===== src/rtl/gpio_cmd_decoder_pkg.sv =====
// Shared constants and types for the host GPIO command protocol.
// Bit positions on gpio_in / gpio_out plus the decoded command and write-queue entry.
package gpio_cmd_decoder_pkg;

  localparam int gpio_w_clk_bit    = 24;
  localparam int gpio_addr_start   = 0;
  localparam int gpio_addr_end     = 15;
  localparam int gpio_data_start   = 16;
  localparam int gpio_data_end     = 23;
  localparam int gpio_addr_width   = 16;
  localparam int gpio_data_width   = 8;

  localparam int gpio_rw_bit       = 25;
  // Ack sits on gpio_out at the same position as the write clock on gpio_in.
  localparam int gpio_ack_bit      = 24;
  localparam int gpio_err_bit      = 25;
  localparam int gpio_ovf_bit      = 26;

  typedef enum logic {
    RD_IDLE = 1'b0,
    RD_WAIT = 1'b1
  } rd_state_e;

  typedef struct packed {
    logic [gpio_addr_width-1:0] addr;
    logic [gpio_data_width-1:0] data;
  } wr_entry_t;

  typedef struct packed {
    logic      rw;
    wr_entry_t entry;
  } gpio_cmd_t;

endpackage


===== src/rtl/gpio_cmd_decoder_if.sv =====
// Host GPIO bus plus register-file write/read handshakes.
// slave = decoder side, master = host/register-file side.
interface gpio_cmd_decoder_if;
  import gpio_cmd_decoder_pkg::*;

  logic [31:0]                gpio_in;
  logic [31:0]                gpio_out;
  logic                       wr_valid;
  logic                       wr_ready;
  logic [gpio_addr_width-1:0] wr_addr;
  logic [gpio_data_width-1:0] wr_data;
  logic                       rd_req;
  logic [gpio_addr_width-1:0] rd_addr;
  logic                       rd_valid;
  logic [gpio_data_width-1:0] rd_data;
  logic                       busy;

  modport slave (
    input  gpio_in, wr_ready, rd_valid, rd_data,
    output gpio_out, wr_valid, wr_addr, wr_data, rd_req, rd_addr, busy
  );

  modport master (
    output gpio_in, wr_ready, rd_valid, rd_data,
    input  gpio_out, wr_valid, wr_addr, wr_data, rd_req, rd_addr, busy
  );

endinterface


===== src/rtl/gpio_wr_fifo.sv =====
// Small synchronous FIFO for queued register writes; head is shown combinationally.
// Storage is reset so the head reads zero after reset.
module gpio_wr_fifo #(
  parameter int WIDTH      = 24,
  parameter int DEPTH_LOG2 = 2
) (
  input  logic             clk,
  input  logic             rst,
  input  logic             push,
  input  logic [WIDTH-1:0] push_data,
  input  logic             pop,
  output logic [WIDTH-1:0] head,
  output logic             full,
  output logic             empty
);

  localparam int DEPTH = 1 << DEPTH_LOG2;
  localparam logic [DEPTH_LOG2:0] PTR_ONE = 1;

  logic [DEPTH-1:0][WIDTH-1:0] mem;
  logic [DEPTH_LOG2:0]         wptr, rptr;
  logic                        do_push, do_pop;

  assign empty   = (wptr == rptr);
  assign full    = (wptr[DEPTH_LOG2] != rptr[DEPTH_LOG2]) &&
                   (wptr[DEPTH_LOG2-1:0] == rptr[DEPTH_LOG2-1:0]);
  assign do_pop  = pop & ~empty;
  // A pop in the same cycle frees the slot, so a full FIFO still accepts.
  assign do_push = push & (~full | do_pop);
  assign head    = mem[rptr[DEPTH_LOG2-1:0]];

  always_ff @(posedge clk or negedge rst) begin
    if (!rst) begin
      mem  <= '0;
      wptr <= '0;
      rptr <= '0;
    end else begin
      if (do_push) begin
        mem[wptr[DEPTH_LOG2-1:0]] <= push_data;
        wptr <= wptr + PTR_ONE;
      end
      if (do_pop) rptr <= rptr + PTR_ONE;
    end
  end

endmodule


===== src/rtl/gpio_cmd_decoder.sv =====
// Decodes host GPIO transactions into register-file write strobes and reads,
// returning readback data, an ack toggle and error/overflow flags on gpio_out.
module gpio_cmd_decoder
  import gpio_cmd_decoder_pkg::*;
#(
  parameter int FIFO_DEPTH_LOG2 = 2,
  parameter int RD_TIMEOUT      = 255
) (
  input logic               clk,
  input logic               rst,
  gpio_cmd_decoder_if.slave bus
);

  localparam int TMO_W = $clog2(RD_TIMEOUT + 1);
  localparam logic [TMO_W-1:0] TMO_LAST = TMO_W'(RD_TIMEOUT - 1);
  localparam logic [TMO_W-1:0] TMO_ONE  = 1;

  logic [2:0]      wclk_sync;
  gpio_cmd_t [1:0] cmd_q;
  gpio_cmd_t       cmd_in, cmd;
  logic            rise, wr_cmd, rd_cmd;
  logic            unused_gpio;

  logic            fifo_full, fifo_empty, fifo_pop;
  wr_entry_t       fifo_head;

  rd_state_e                  state_q;
  logic                       rd_req_q;
  logic [gpio_addr_width-1:0] rd_addr_q;
  logic [TMO_W-1:0]           tmo_cnt;
  logic [gpio_data_width-1:0] rdata_q;
  logic                       ack_q, err_q, ovf_q;
  logic [31:0]                gpio_out_w;

  assign unused_gpio = ^bus.gpio_in[31:gpio_ovf_bit];

  assign cmd_in.rw         = bus.gpio_in[gpio_rw_bit];
  assign cmd_in.entry.addr = bus.gpio_in[gpio_addr_end:gpio_addr_start];
  assign cmd_in.entry.data = bus.gpio_in[gpio_data_end:gpio_data_start];

  // wclk_sync[1:0] is the synchronizer, wclk_sync[2] the edge-detect history.
  always_ff @(posedge clk or negedge rst) begin
    if (!rst) begin
      wclk_sync <= '0;
      cmd_q     <= '0;
    end else begin
      wclk_sync <= {wclk_sync[1:0], bus.gpio_in[gpio_w_clk_bit]};
      cmd_q     <= {cmd_q[0], cmd_in};
    end
  end

  assign rise = wclk_sync[1] & ~wclk_sync[2];
  assign cmd  = cmd_q[1];
  // Any edge seen while a read is outstanding is a protocol violation and dropped.
  assign wr_cmd = rise & ~cmd.rw & (state_q == RD_IDLE);
  assign rd_cmd = rise &  cmd.rw & (state_q == RD_IDLE);

  assign fifo_pop = ~fifo_empty & bus.wr_ready;

  gpio_wr_fifo #(
    .WIDTH      ($bits(wr_entry_t)),
    .DEPTH_LOG2 (FIFO_DEPTH_LOG2)
  ) u_wr_fifo (
    .clk       (clk),
    .rst       (rst),
    .push      (wr_cmd),
    .push_data (cmd.entry),
    .pop       (fifo_pop),
    .head      (fifo_head),
    .full      (fifo_full),
    .empty     (fifo_empty)
  );

  always_ff @(posedge clk or negedge rst) begin
    if (!rst) begin
      state_q   <= RD_IDLE;
      rd_req_q  <= 1'b0;
      rd_addr_q <= '0;
      tmo_cnt   <= '0;
      rdata_q   <= '0;
      ack_q     <= 1'b0;
      err_q     <= 1'b0;
      ovf_q     <= 1'b0;
    end else begin
      rd_req_q <= 1'b0;
      if (wr_cmd) begin
        ack_q <= ~ack_q;
        if (fifo_full && !fifo_pop) ovf_q <= 1'b1;
      end
      case (state_q)
        RD_IDLE: begin
          if (rd_cmd) begin
            rd_req_q  <= 1'b1;
            rd_addr_q <= cmd.entry.addr;
            tmo_cnt   <= '0;
            state_q   <= RD_WAIT;
          end
        end
        RD_WAIT: begin
          if (bus.rd_valid) begin
            rdata_q <= bus.rd_data;
            err_q   <= 1'b0;
            ack_q   <= ~ack_q;
            state_q <= RD_IDLE;
          end else if (tmo_cnt == TMO_LAST) begin
            rdata_q <= '1;
            err_q   <= 1'b1;
            ack_q   <= ~ack_q;
            state_q <= RD_IDLE;
          end else begin
            tmo_cnt <= tmo_cnt + TMO_ONE;
          end
        end
        default: state_q <= RD_IDLE;
      endcase
    end
  end

  always_comb begin
    gpio_out_w = '0;
    gpio_out_w[gpio_data_width-1:0] = rdata_q;
    gpio_out_w[gpio_ack_bit]        = ack_q;
    gpio_out_w[gpio_err_bit]        = err_q;
    gpio_out_w[gpio_ovf_bit]        = ovf_q;
  end

  assign bus.gpio_out = gpio_out_w;
  assign bus.wr_valid = ~fifo_empty;
  assign bus.wr_addr  = fifo_head.addr;
  assign bus.wr_data  = fifo_head.data;
  assign bus.rd_req   = rd_req_q;
  assign bus.rd_addr  = rd_addr_q;
  assign bus.busy     = ~fifo_empty | (state_q == RD_WAIT);

endmodule


===== src/flat_wrapper.sv =====
// flat-port wrapper written by rule: the top's interface ports become plain ports
module gpio_cmd_decoder_flat import gpio_cmd_decoder_pkg::*;
#(
  parameter int FIFO_DEPTH_LOG2 = 2,
  parameter int RD_TIMEOUT      = 255
)
  (clk, rst, bus_gpio_in, bus_wr_ready, bus_rd_valid, bus_rd_data, bus_gpio_out, bus_wr_valid, bus_wr_addr, bus_wr_data, bus_rd_req, bus_rd_addr, bus_busy);
  gpio_cmd_decoder_if bus_i ();
  input logic clk;
  input logic rst;
  input wire logic [$bits(bus_i.gpio_in)-1:0] bus_gpio_in;
  input wire logic [$bits(bus_i.wr_ready)-1:0] bus_wr_ready;
  input wire logic [$bits(bus_i.rd_valid)-1:0] bus_rd_valid;
  input wire logic [$bits(bus_i.rd_data)-1:0] bus_rd_data;
  output wire logic [$bits(bus_i.gpio_out)-1:0] bus_gpio_out;
  output wire logic [$bits(bus_i.wr_valid)-1:0] bus_wr_valid;
  output wire logic [$bits(bus_i.wr_addr)-1:0] bus_wr_addr;
  output wire logic [$bits(bus_i.wr_data)-1:0] bus_wr_data;
  output wire logic [$bits(bus_i.rd_req)-1:0] bus_rd_req;
  output wire logic [$bits(bus_i.rd_addr)-1:0] bus_rd_addr;
  output wire logic [$bits(bus_i.busy)-1:0] bus_busy;
  assign bus_i.gpio_in = bus_gpio_in;
  assign bus_i.wr_ready = bus_wr_ready;
  assign bus_i.rd_valid = bus_rd_valid;
  assign bus_i.rd_data = bus_rd_data;
  assign bus_gpio_out = bus_i.gpio_out;
  assign bus_wr_valid = bus_i.wr_valid;
  assign bus_wr_addr = bus_i.wr_addr;
  assign bus_wr_data = bus_i.wr_data;
  assign bus_rd_req = bus_i.rd_req;
  assign bus_rd_addr = bus_i.rd_addr;
  assign bus_busy = bus_i.busy;
  gpio_cmd_decoder #(.FIFO_DEPTH_LOG2(FIFO_DEPTH_LOG2), .RD_TIMEOUT(RD_TIMEOUT)) u_core (.clk(clk), .rst(rst), .bus(bus_i));
endmodule

===== config.mk =====
export PLATFORM = sky130hd
export DESIGN_NAME = gpio_cmd_decoder_flat
export DESIGN_NICKNAME = d
export VERILOG_FILES = /design/src/rtl/gpio_cmd_decoder_pkg.sv /design/src/rtl/gpio_cmd_decoder_if.sv /design/src/rtl/gpio_wr_fifo.sv /design/src/rtl/gpio_cmd_decoder.sv /design/src/flat_wrapper.sv
export SDC_FILE = /design/constraint.sdc
export NUM_CORES = 1
export LEC_CHECK = 0
export ABC_AREA = 1
export CAP_MARGIN = 10
export CORE_ASPECT_RATIO = 1.25
export CORE_UTILIZATION = 54
export CTS_CLUSTER_SIZE = 12
export DETAILED_ROUTE_END_ITERATION = 8
export PLACE_DENSITY = 0.79
export SYNTH_ARGS = -nofsm -noshare
export SYNTH_HDL_FRONTEND = slang
export SYNTH_SLANG_ARGS = --single-unit

===== constraint.sdc =====
create_clock -name clk -period 2.3 [get_ports clk]
set_clock_uncertainty 0.1 [all_clocks]
set_input_delay 0.46 -clock clk [delete_from_list [all_inputs] [get_ports clk]]
set_output_delay 0.46 -clock clk [all_outputs]
set_load 0.05 [all_outputs]

Word level (Yosys, flattened, before mapping)
Cells that the tools add are included.
{ "word_totals": {"output_inout_bits": 75, "regBits": 192} }
{ "classes": {"mux": 22, "n_reduce_logical": 9, "n_addsub": 3, "n_lt_le_gt_ge": 3, "eq_ne": 7, "bitwise_logic": 16} }
{ "ops": {"columns": ["cell", "n"], "rows": [
  ["$bwmux W96", 1],
  ["$bmux W24 S2", 1],
  ["$demux W24 S2", 1],
  ["$mux W24", 2],
  ["$mux W8", 5],
  ["$pmux W8 S2", 1],
  ["$mux W1", 10],
  ["$add A8 B1 Y8 const B", 1],
  ["$and A1 B1 Y1", 8],
  ["$eq A8 B8 Y1 const B", 1],
  ["$add A3 B1 Y3 const B", 2],
  ["$lt A2 B3 Y1 const B", 2],
  ["$not A1 Y1", 6],
  ["$reduce_and A2 Y1", 3],
  ["$ne A2 B2 Y1 const B", 2],
  ["$eq A3 B3 Y1", 1],
  ["$logic_and A1 B1 Y1", 3],
  ["$reduce_and A3 Y1", 1],
  ["$eq A2 B2 Y1", 1],
  ["$ge A2 B1 Y1 const B", 1],
  ["$ne A2 B1 Y1 const B", 1],
  ["$or A1 B1 Y1", 2],
  ["$pmux W1 S2", 1],
  ["$reduce_bool A2 Y1", 1],
  ["other kinds (2)", 2]
]} }

Longest topological paths before layout
Gate-level depths: netlist (run 1).
{ "logic_depth": {"ltp_word": 8, "depth_mapped": 9, "depth_no_buf": 9} }

Hierarchy
From an unflattened synthesis (run 1), not the netlist that was laid out.
{ "hier_totals": {"hier_cells": 888, "area_unflattened_um2": 8236.6} }
{ "by_module_without_submodules": {"columns": ["module", "cells_per_inst", "area_each_um2", "n_inst"], "rows": [
  ["gpio_wr_fifo", 614, 5007.3, 1],
  ["gpio_cmd_decoder", 274, 3229.3, 1]
]} }

Worst setup path before layout (run 1)
No wires, ideal clock.
{ "synth_timing": {"path_kind": "register -> output", "from": "register u_core.u_wr_fifo.rptr[0]", "to": "output port bus_wr_addr[0]", "t_required_ps": 1740, "setup_slack_ps": -127, "t_arrival_ps": 1867, "stages_incl_launch_ff": 6, "n_path_buf": 2, "path_cell_list": "dfrtp_1 > inv_2 > clkbuf_1 > clkbuf_1 > nor2_1 > o22ai_1"} }
{ "synth_via": {"elab_chain_len": 2} }
{ "synth_lines": {"columns": ["element", "line", "text"], "rows": [
  ["start, declared", "gpio_wr_fifo.sv:21", "logic [DEPTH_LOG2:0] wptr, rptr;"],
  ["start signal, assigned", "gpio_wr_fifo.sv:42", "if (do_pop) rptr <= rptr + PTR_ONE;"],
  ["$bmux W24 S2", "gpio_wr_fifo.sv:30", "assign head = mem[rptr[DEPTH_LOG2-1:0]];"],
  ["$mux W24 (implied by the code)", "gpio_wr_fifo.sv:30", null],
  ["end, declared", "flat_wrapper.sv:17", "output wire logic [$bits(bus_i.wr_addr)-1:0] bus_wr_addr;"]
]} }
No other way between the ends. The select of a mux whose other input is x is not followed.

Worst setup path in the final report (run 1)
{ "layout_timing": {"from": "register u_core.u_wr_fifo.rptr[0]", "to": "output port bus_wr_data[2]"} }
{ "layout_via": {"elab_chain_len": 2} }
{ "layout_lines": {"columns": ["element", "line", "text"], "rows": [
  ["$bmux W24 S2", "gpio_wr_fifo.sv:30", null],
  ["$mux W24 (implied by the code)", "gpio_wr_fifo.sv:30", null],
  ["end, declared", "flat_wrapper.sv:18", "output wire logic [$bits(bus_i.wr_data)-1:0] bus_wr_data;"]
]} }
No other way between the ends. The select of a mux whose other input is x is not followed.

==> results.md, run 1 <==
- EDFF count, synth: 0
- Core ar.: 14600 um2
- Antenna violations before repair: 0
- Number of max-cap violations: 0
- Cts bufs inserted: 17
- CTS H-Tree Depth: 4
- Detailed Route WL: 19300 um
- TNS Setup: 0 ns
- Layout cells sized above 1: 0.133
- Fin. Hold Viols: 0
- Crit path depth: 4
- Critical path peak fanout: 16
- Rows: 49
- HP Class: flop to flop
- PwrDens: 1540 nW/um2
- Drt pass-1 iters: 7
- Fmax: 443 MHz
- Slew @ Worst Pin: 0.530 ns
- Design Power: 15.3 mW
- Crit path max-delay cell type: dfrtp_2
- Min cycle time layout: 2.26 ns
- CP top delay family: buffers and inverters
- Synth-to-Final Area Change: 21.6%
- Status: complete, but fails checks
- Die width: 112 um
- CTS clk-pin slew, worst paths: 0.06 ns
- Critical path launch point type: flop
- Wire per inst: 16.6 um
- Post-layout util: 0.681
- Finished Cell Area: 9940 um2
- FF+latch count, synth: 192
- Crit path DAT: 1.70 ns
- GRT Total Usage: 0.257
- CP Capture Type: primary output
- P_leak: 4.88 nW
- Max Slew Vio Count: 0
- Largest net degree at the start of global routing: 66
- CP peak stage delay: 0.44 ns
- Hold depth: 0
- Count of final setup violators: 0
- Final hold slack: 0.247 ns
- Slew headroom: 0.645
- Commonest non-fill, non-tap cell in the layout: nand2_1
- CP bufs+invs: 2
- Diode count: 0
- Period Utilization, post-route: 0.981
- NumNets Final: 1020
- PortBufs: 91
- Global route overflow: 0
- Sequential-to-total area share from yosys stat: 0.588
- Synth warn: 0
- FF-to-FF path depth: 7
- Max VDD drop: 0.842 mV
- Critical Path RT: 1.74 ns
- Final ANT Viol Nets: 0
- Gpl congestion: 0.824
- Area after DPL: 9200 um2
- Die height: 140 um
- WS Path Type: flop to primary output
- Clk sinks: 192
- CTS tree: done
- Vias/cell: 5.62
- Vias in the first global route: 6310
- Initial core utilization: 0.560
- CTS max path bufs: 2
- Crit path cell chain: buf_4 -> o21ai_0 -> o22ai_1 -> buf_4
- Detailed Place HPWL: 11700 um
- Most frequent cells in the layout: nand2_1, dfrtp_1, nand4_1
- Distinct cells, synth: 27
- Ys flop type: dfrtp_1
- Synth Cell Area: 8170 um2
- 1st-iter DRT viols: 507
- Most frequent CP cell: buf_4
- Die area: 15600 um2
- Post-Synthesis Cells: 885
- Fillers: 1139
- DRC: 7
- RSZ-0062 raised after global routing: true
- Ys async rst share: 1.00
- Syn_area_per_cell: 9.23 um2
- Via count: 6514
- Failing checks: design-rule violations
- Clk root buf: clkbuf_16
- Clk_lat worst skew: 0.43 ns
- First-pass GRT wire length: 31200 um
- I/O pin count: 119
[repair_timing]
action | 4_1_cts | 5_1_grt
setup endpoints to repair | 8 | 9
cloned | 0 | 2
buffers inserted | 0 | 2
endpoints found under the hold margin | 48 | 0
pin swaps | 0 | 3
resized for setup | 2 | 22
hold buffers | 1 | 0
[worst register-to-register path, stage by stage, from the launching register on]
cell and delay [ns]:
dfrtp_1 0.42, inv_1 0.22, nand3b_1 0.21, inv_2 0.16, buf_4 0.46, o21ai_0 0.19
nand2_1 0.08, inv_1 0.03
[cell families after synthesis]
logic type                 synth area share
DFF                                   0.588
AOI/OAI and AO/OA                    0.0628
xor gates and xnor gates            0.00107
buffers and inverters                0.0750
adders and majority gates            0.0107
and+or+nand+nor                       0.262
other                              0.000459
[Yosys cell counts (4+ instances only)]
| library cell | n | area [um2] |
|---|---|---|
| buf_2 | 13 | 65.1 |
| nand2_1 | 289 | 1080 |
| inv_1 | 15 | 56.3 |
| o21ai_0 | 58 | 290 |
| o22ai_1 | 24 | 150 |
| nand3_2 | 4 | 40.0 |
| buf_1 | 4 | 15.0 |
| buf_4 | 34 | 255 |
| clkbuf_1 | 24 | 90.1 |
| a21oi_1 | 10 | 50.1 |
| dfrtp_1 | 192 | 4800 |
| buf_6 | 10 | 113 |
| ha_1 | 7 | 87.6 |
| nand3_1 | 18 | 90.1 |
| nand4_1 | 99 | 619 |
| nor2_1 | 68 | 255 |
[worst paths after layout]
kind | from | end | slack [ns]
max | u_core.u_wr_fifo.rptr[0] | bus_wr_data[2] | 0.04
max reg2reg | u_core.state_q | u_core.ack_q | 0.32
min reg2reg | u_core.cmd_q[19] | u_core.cmd[19] | 0.25
max in group asynchronous | rst | u_core.u_wr_fifo.rptr[0] | 0.92
min in group asynchronous | rst | u_core.cmd_q[18] | 0.44
min | u_core.cmd_q[19] | u_core.cmd[19] | 0.25
[per-layer routing]
metal  global-route usage  up-vias  share of wire
li1                     -     3074              -
met1                0.326     3158           0.40
met2                0.430      246           0.51
met3               0.0518       36          0.064
met4                0.107        0          0.024
met5                    0        -              0
[per-stage QoR]
step	cells	setup slack [ns]
floorplan	905	0.107
global placement	1123	0.323
detailed placement	1123	0.322
CTS	1156	0.00589
global route	1160	-0.0136
finish	1160	0.0444
[area by class of cell]
class | count | area [um2] | share of cell area
Tap cell | 178 | 223 | 0.0224
Inverter | 20 | 82.6 | 0.00831
Multi-Input combinational cell | 608 | 2960 | 0.298
Clock buffer | 19 | 433 | 0.0436
Timing Repair Buffer | 130 | 1290 | 0.130
Clock inverter | 13 | 139 | 0.0140
Sequential cell | 192 | 4810 | 0.484
[state kept, by name (all words and copies together), names as in the netlist, 3 cells and up]
register	flops
u_core.bus.rd_addr	16
u_core.wclk_sync	3
u_core.cmd_q	25
u_core.u_wr_fifo.wptr	3
u_core.tmo_cnt	8
u_core.u_wr_fifo.mem	96
u_core.u_wr_fifo.rptr	3
u_core.cmd	25
u_core.rdata_q	8
[where the power goes]
part | internal (mW) | switching, mW
Clock | 1.60 | 1.25
Combinational | 2.40 | 4.99
Sequential | 4.40 | 0.646
Total | 8.40 | 6.88
(Power assumes the default switching activity.)
==> run 2, diff against run 1 <==
--- a/config.mk
+++ b/config.mk
@@ -6,7 +6,6 @@
 export NUM_CORES = 1
 export LEC_CHECK = 0
 export ABC_AREA = 1
-export CAP_MARGIN = 10
 export CORE_ASPECT_RATIO = 1.25
 export CORE_UTILIZATION = 54
 export CTS_CLUSTER_SIZE = 12
==> results of run 2 <==
No change in the layout: final DEF, timing and power equal those of run 1.
==> run 3, diff against run 2 <==
--- a/config.mk
+++ b/config.mk
@@ -7,10 +7,11 @@
 export LEC_CHECK = 0
 export ABC_AREA = 1
 export CORE_ASPECT_RATIO = 1.25
-export CORE_UTILIZATION = 54
+export CORE_UTILIZATION = 58
 export CTS_CLUSTER_SIZE = 12
 export DETAILED_ROUTE_END_ITERATION = 8
-export PLACE_DENSITY = 0.79
+export PLACE_DENSITY = 0.84
+export REMOVE_ABC_BUFFERS = 1
 export SYNTH_ARGS = -nofsm -noshare
 export SYNTH_HDL_FRONTEND = slang
 export SYNTH_SLANG_ARGS = --single-unit
==> constraint.sdc (replaced) <==
create_clock -name clk -period 2.9 [get_ports clk]
set_clock_uncertainty 0.1 [all_clocks]
set_input_delay 0.58 -clock clk [delete_from_list [all_inputs] [get_ports clk]]
set_output_delay 0.58 -clock clk [all_outputs]
set_load 0.05 [all_outputs]
==> run 3 against run 2 <==
Effect of this change:
- the flow now finishes without violations
- critical path depth up 1
- critical path type unchanged
- global-route usage grew 2.9 points
- utilization grew 2.0 points
- die area shrank 6.8%
- via count rose by 0.98%
- first-iteration DRC count is 1.6% lower
- sequential share of layout area increased by 1.5 points
- critical endpoint is now bus_wr_addr[13]
- sequential cell count stayed put
- setup slack better by 0.23 ns
- non-clock buffer count fell by 13
- combinational power fell by 28%
==> results.md, run 3 (same netlist as run 1, synthesis figures left out) <==
- CTS clk-pin slew, worst paths: 0.07 ns (was 0.06 ns)
- PwrDens: 1230 nW/um2 (was 1540 nW/um2)
- Vias in the first global route: 6531 (was 6310)
- Detailed Place HPWL: 11300 um (was 11700 um)
- Die width: 108 um (was 112 um)
- CP Capture Type: primary output (unchanged)
- CTS H-Tree Depth: 4 (unchanged)
- Wire per inst: 17.0 um (was 16.6 um)
- Gpl congestion: 0.826 (was 0.824)
- Seq pwr share: 0.336 (was 0.330)
- Die height: 135 um (was 140 um)
- Via count: 6578 (was 6514)
- NumNets Final: 1007 (was 1020)
- Detailed Route WL: 19400 um (was 19300 um)
- Combinational share of power: 0.451 (was 0.483)
- Die area: 14600 um2 (was 15600 um2)
- CTS tree: done (unchanged)
- RSZ-0062 raised after global routing: false (was true)
- Largest Register: u_core.u_wr_fifo.mem (unchanged)
- Crit path DAT: 1.94 ns (was 1.70 ns)
- Critical path peak fanout: 19 (was 16)
- PortBufs: 91 (unchanged)
- Fillers: 1013 (was 1139)
- I/O pin count: 119 (unchanged)
- Status: completed (was complete, but fails checks)
- Post-layout util: 0.701 (was 0.681)
- Drt pass-1 iters: 5 (was 7)
- Slew @ Worst Pin: 0.693 ns (was 0.530 ns)
- Post-CTS Setup Bufs: 0 (unchanged)
- Slew headroom: 0.538 (was 0.645)
- Layout cells sized above 1: 0.100 (was 0.133)
- Max Slew Vio Count: 0 (unchanged)
- Clk root buf: clkbuf_16 (unchanged)
- Max VDD drop: 0.926 mV (was 0.842 mV)
- P_leak: 4.76 nW (was 4.88 nW)
- Final ANT Viol Nets: 0 (unchanged)
- Cts bufs inserted: 17 (unchanged)
- Min cycle time layout: 2.62 ns
- Commonest non-fill, non-tap cell in the layout: nand2_1 (unchanged)
- Setup crit start: u_core.u_wr_fifo.rptr[0] (unchanged)
- First-pass GRT wire length: 31600 um (was 31200 um)
- P_int: 6.54 mW (was 8.40 mW)
- CTS max path bufs: 2 (unchanged)
- Number of max-cap violations: 0 (unchanged)
- 1st-iter DRT viols: 499 (was 507)
- Diode count: 0 (unchanged)
- Core ar.: 13800 um2 (was 14600 um2)
- Largest net degree at the start of global routing: 73 (was 66)
- WS Path Type: flop to primary output (unchanged)
- Sw Share: 0.449 (was 0.450)
- Count of final setup violators: 0 (unchanged)
- Fmax: 381 MHz
- Global route overflow: 0 (unchanged)
- Clock power share: 0.213 (was 0.186)
- Period Utilization, post-route: 0.904
- Most frequent cells in the layout: nand2_1, dfrtp_1, nand4_1 (unchanged)
- RR Startpoint: u_core.u_wr_fifo.rptr[1] (was u_core.state_q)
- Vias/cell: 5.75 (was 5.62)
- Rows: 48 (was 49)
- Clk_lat worst skew: 0.44 ns (was 0.43 ns)
- Post-cts sizing count: 0 (was 2)
- Final hold slack: 0.0494 ns (was 0.247 ns)
- Synth-to-Final Area Change: 18.0% (was 21.6%)
- Clk sinks: 192 (unchanged)
- Max FFs per register: 96 (unchanged)
- Fin. Hold Viols: 0 (unchanged)
- GRT Total Usage: 0.286 (was 0.257)
- Initial core utilization: 0.594 (was 0.560)
- Net switching power: 5.33 mW (was 6.88 mW)
- Critical path launch point type: flop (unchanged)
- Critical Path RT: 2.22 ns (was 1.74 ns)
- HP Class: input pin to asynchronous set/reset pin (was flop to flop)
- DRC: 0 (was 7)
- # hold bufs at CTS: 0 (was 1)
- Antenna violations before repair: 0 (unchanged)
## run 3: changes by cell type in the layout (fill, tap and decap cells not counted), sizes merged
cell / previous run / this run
buf: 62 / 52
clkinv: 10 / 7
bufinv: 2 / 4
dlygate4sd3: 1 / 0
clkbuf: 22 / 21
## run 3: layer usage
metal  GRT usage  up-vias  share of wire
li1            -     3053              -
met1       0.356     3199           0.39
met2       0.484      278           0.53
met3      0.0512       48          0.060
met4       0.129        0          0.023
met5           0        -              0
## run 3: power groups by stage
stage	Sequential, mW	Combinational [mW]	Clock (mW)
4_1_cts	3.97	5.35	2.54
3_3_place_gp	3.97	5.19	0
3_5_place_dp	4.00	5.29	0
5_1_grt	4.07	5.71	2.65
6_report	3.99	5.35	2.53
2_1_floorplan	4.50	2.95	0
## run 3: critical path, stage by stage, from the launching register on
cell and delay, ns:
dfrtp_1 0.40, inv_2 0.28, buf_4 0.28, o21ai_0 0.11
o22ai_1 0.18, buf_4 0.24
## run 3: worst paths after layout
check                                      endpoint  slack (ns)  depth (start not counted)
min                           u_core.bus.rd_addr[1]        0.05                          1
max reg2reg                u_core.u_wr_fifo.mem[28]        0.60                          8
max                                 bus_wr_addr[13]        0.28                          5
min reg2reg                          u_core.cmd[15]        0.24                          0
max in group asynchronous  u_core.u_wr_fifo.mem[60]        1.86                          2
min in group clk                     u_core.cmd[15]        0.24                          0
## run 3: through the flow
step,power [mW],TNS [ns],area [um2],instances,worst slack [ns]
after floorplan,7.44,-5.91,7710,820,-0.0702
after global placement,9.15,0,8990,1112,0.423
after detailed placement,9.28,0,8990,1112,0.382
after CTS,11.9,0,9640,1144,0.277
after global routing,12.4,0,9640,1144,0.182
final,11.9,0,9640,1144,0.279
## run 3: layout make-up
cell class	instances	area [um2]	area share
tap	175	219	0.0227
sequential	192	4800	0.498
clock inverter	12	180	0.0187
clock buffer	20	467	0.0484
multi-input combinational	608	2830	0.293
timing repair buffer	117	1070	0.111
inverter	20	75.1	0.00779
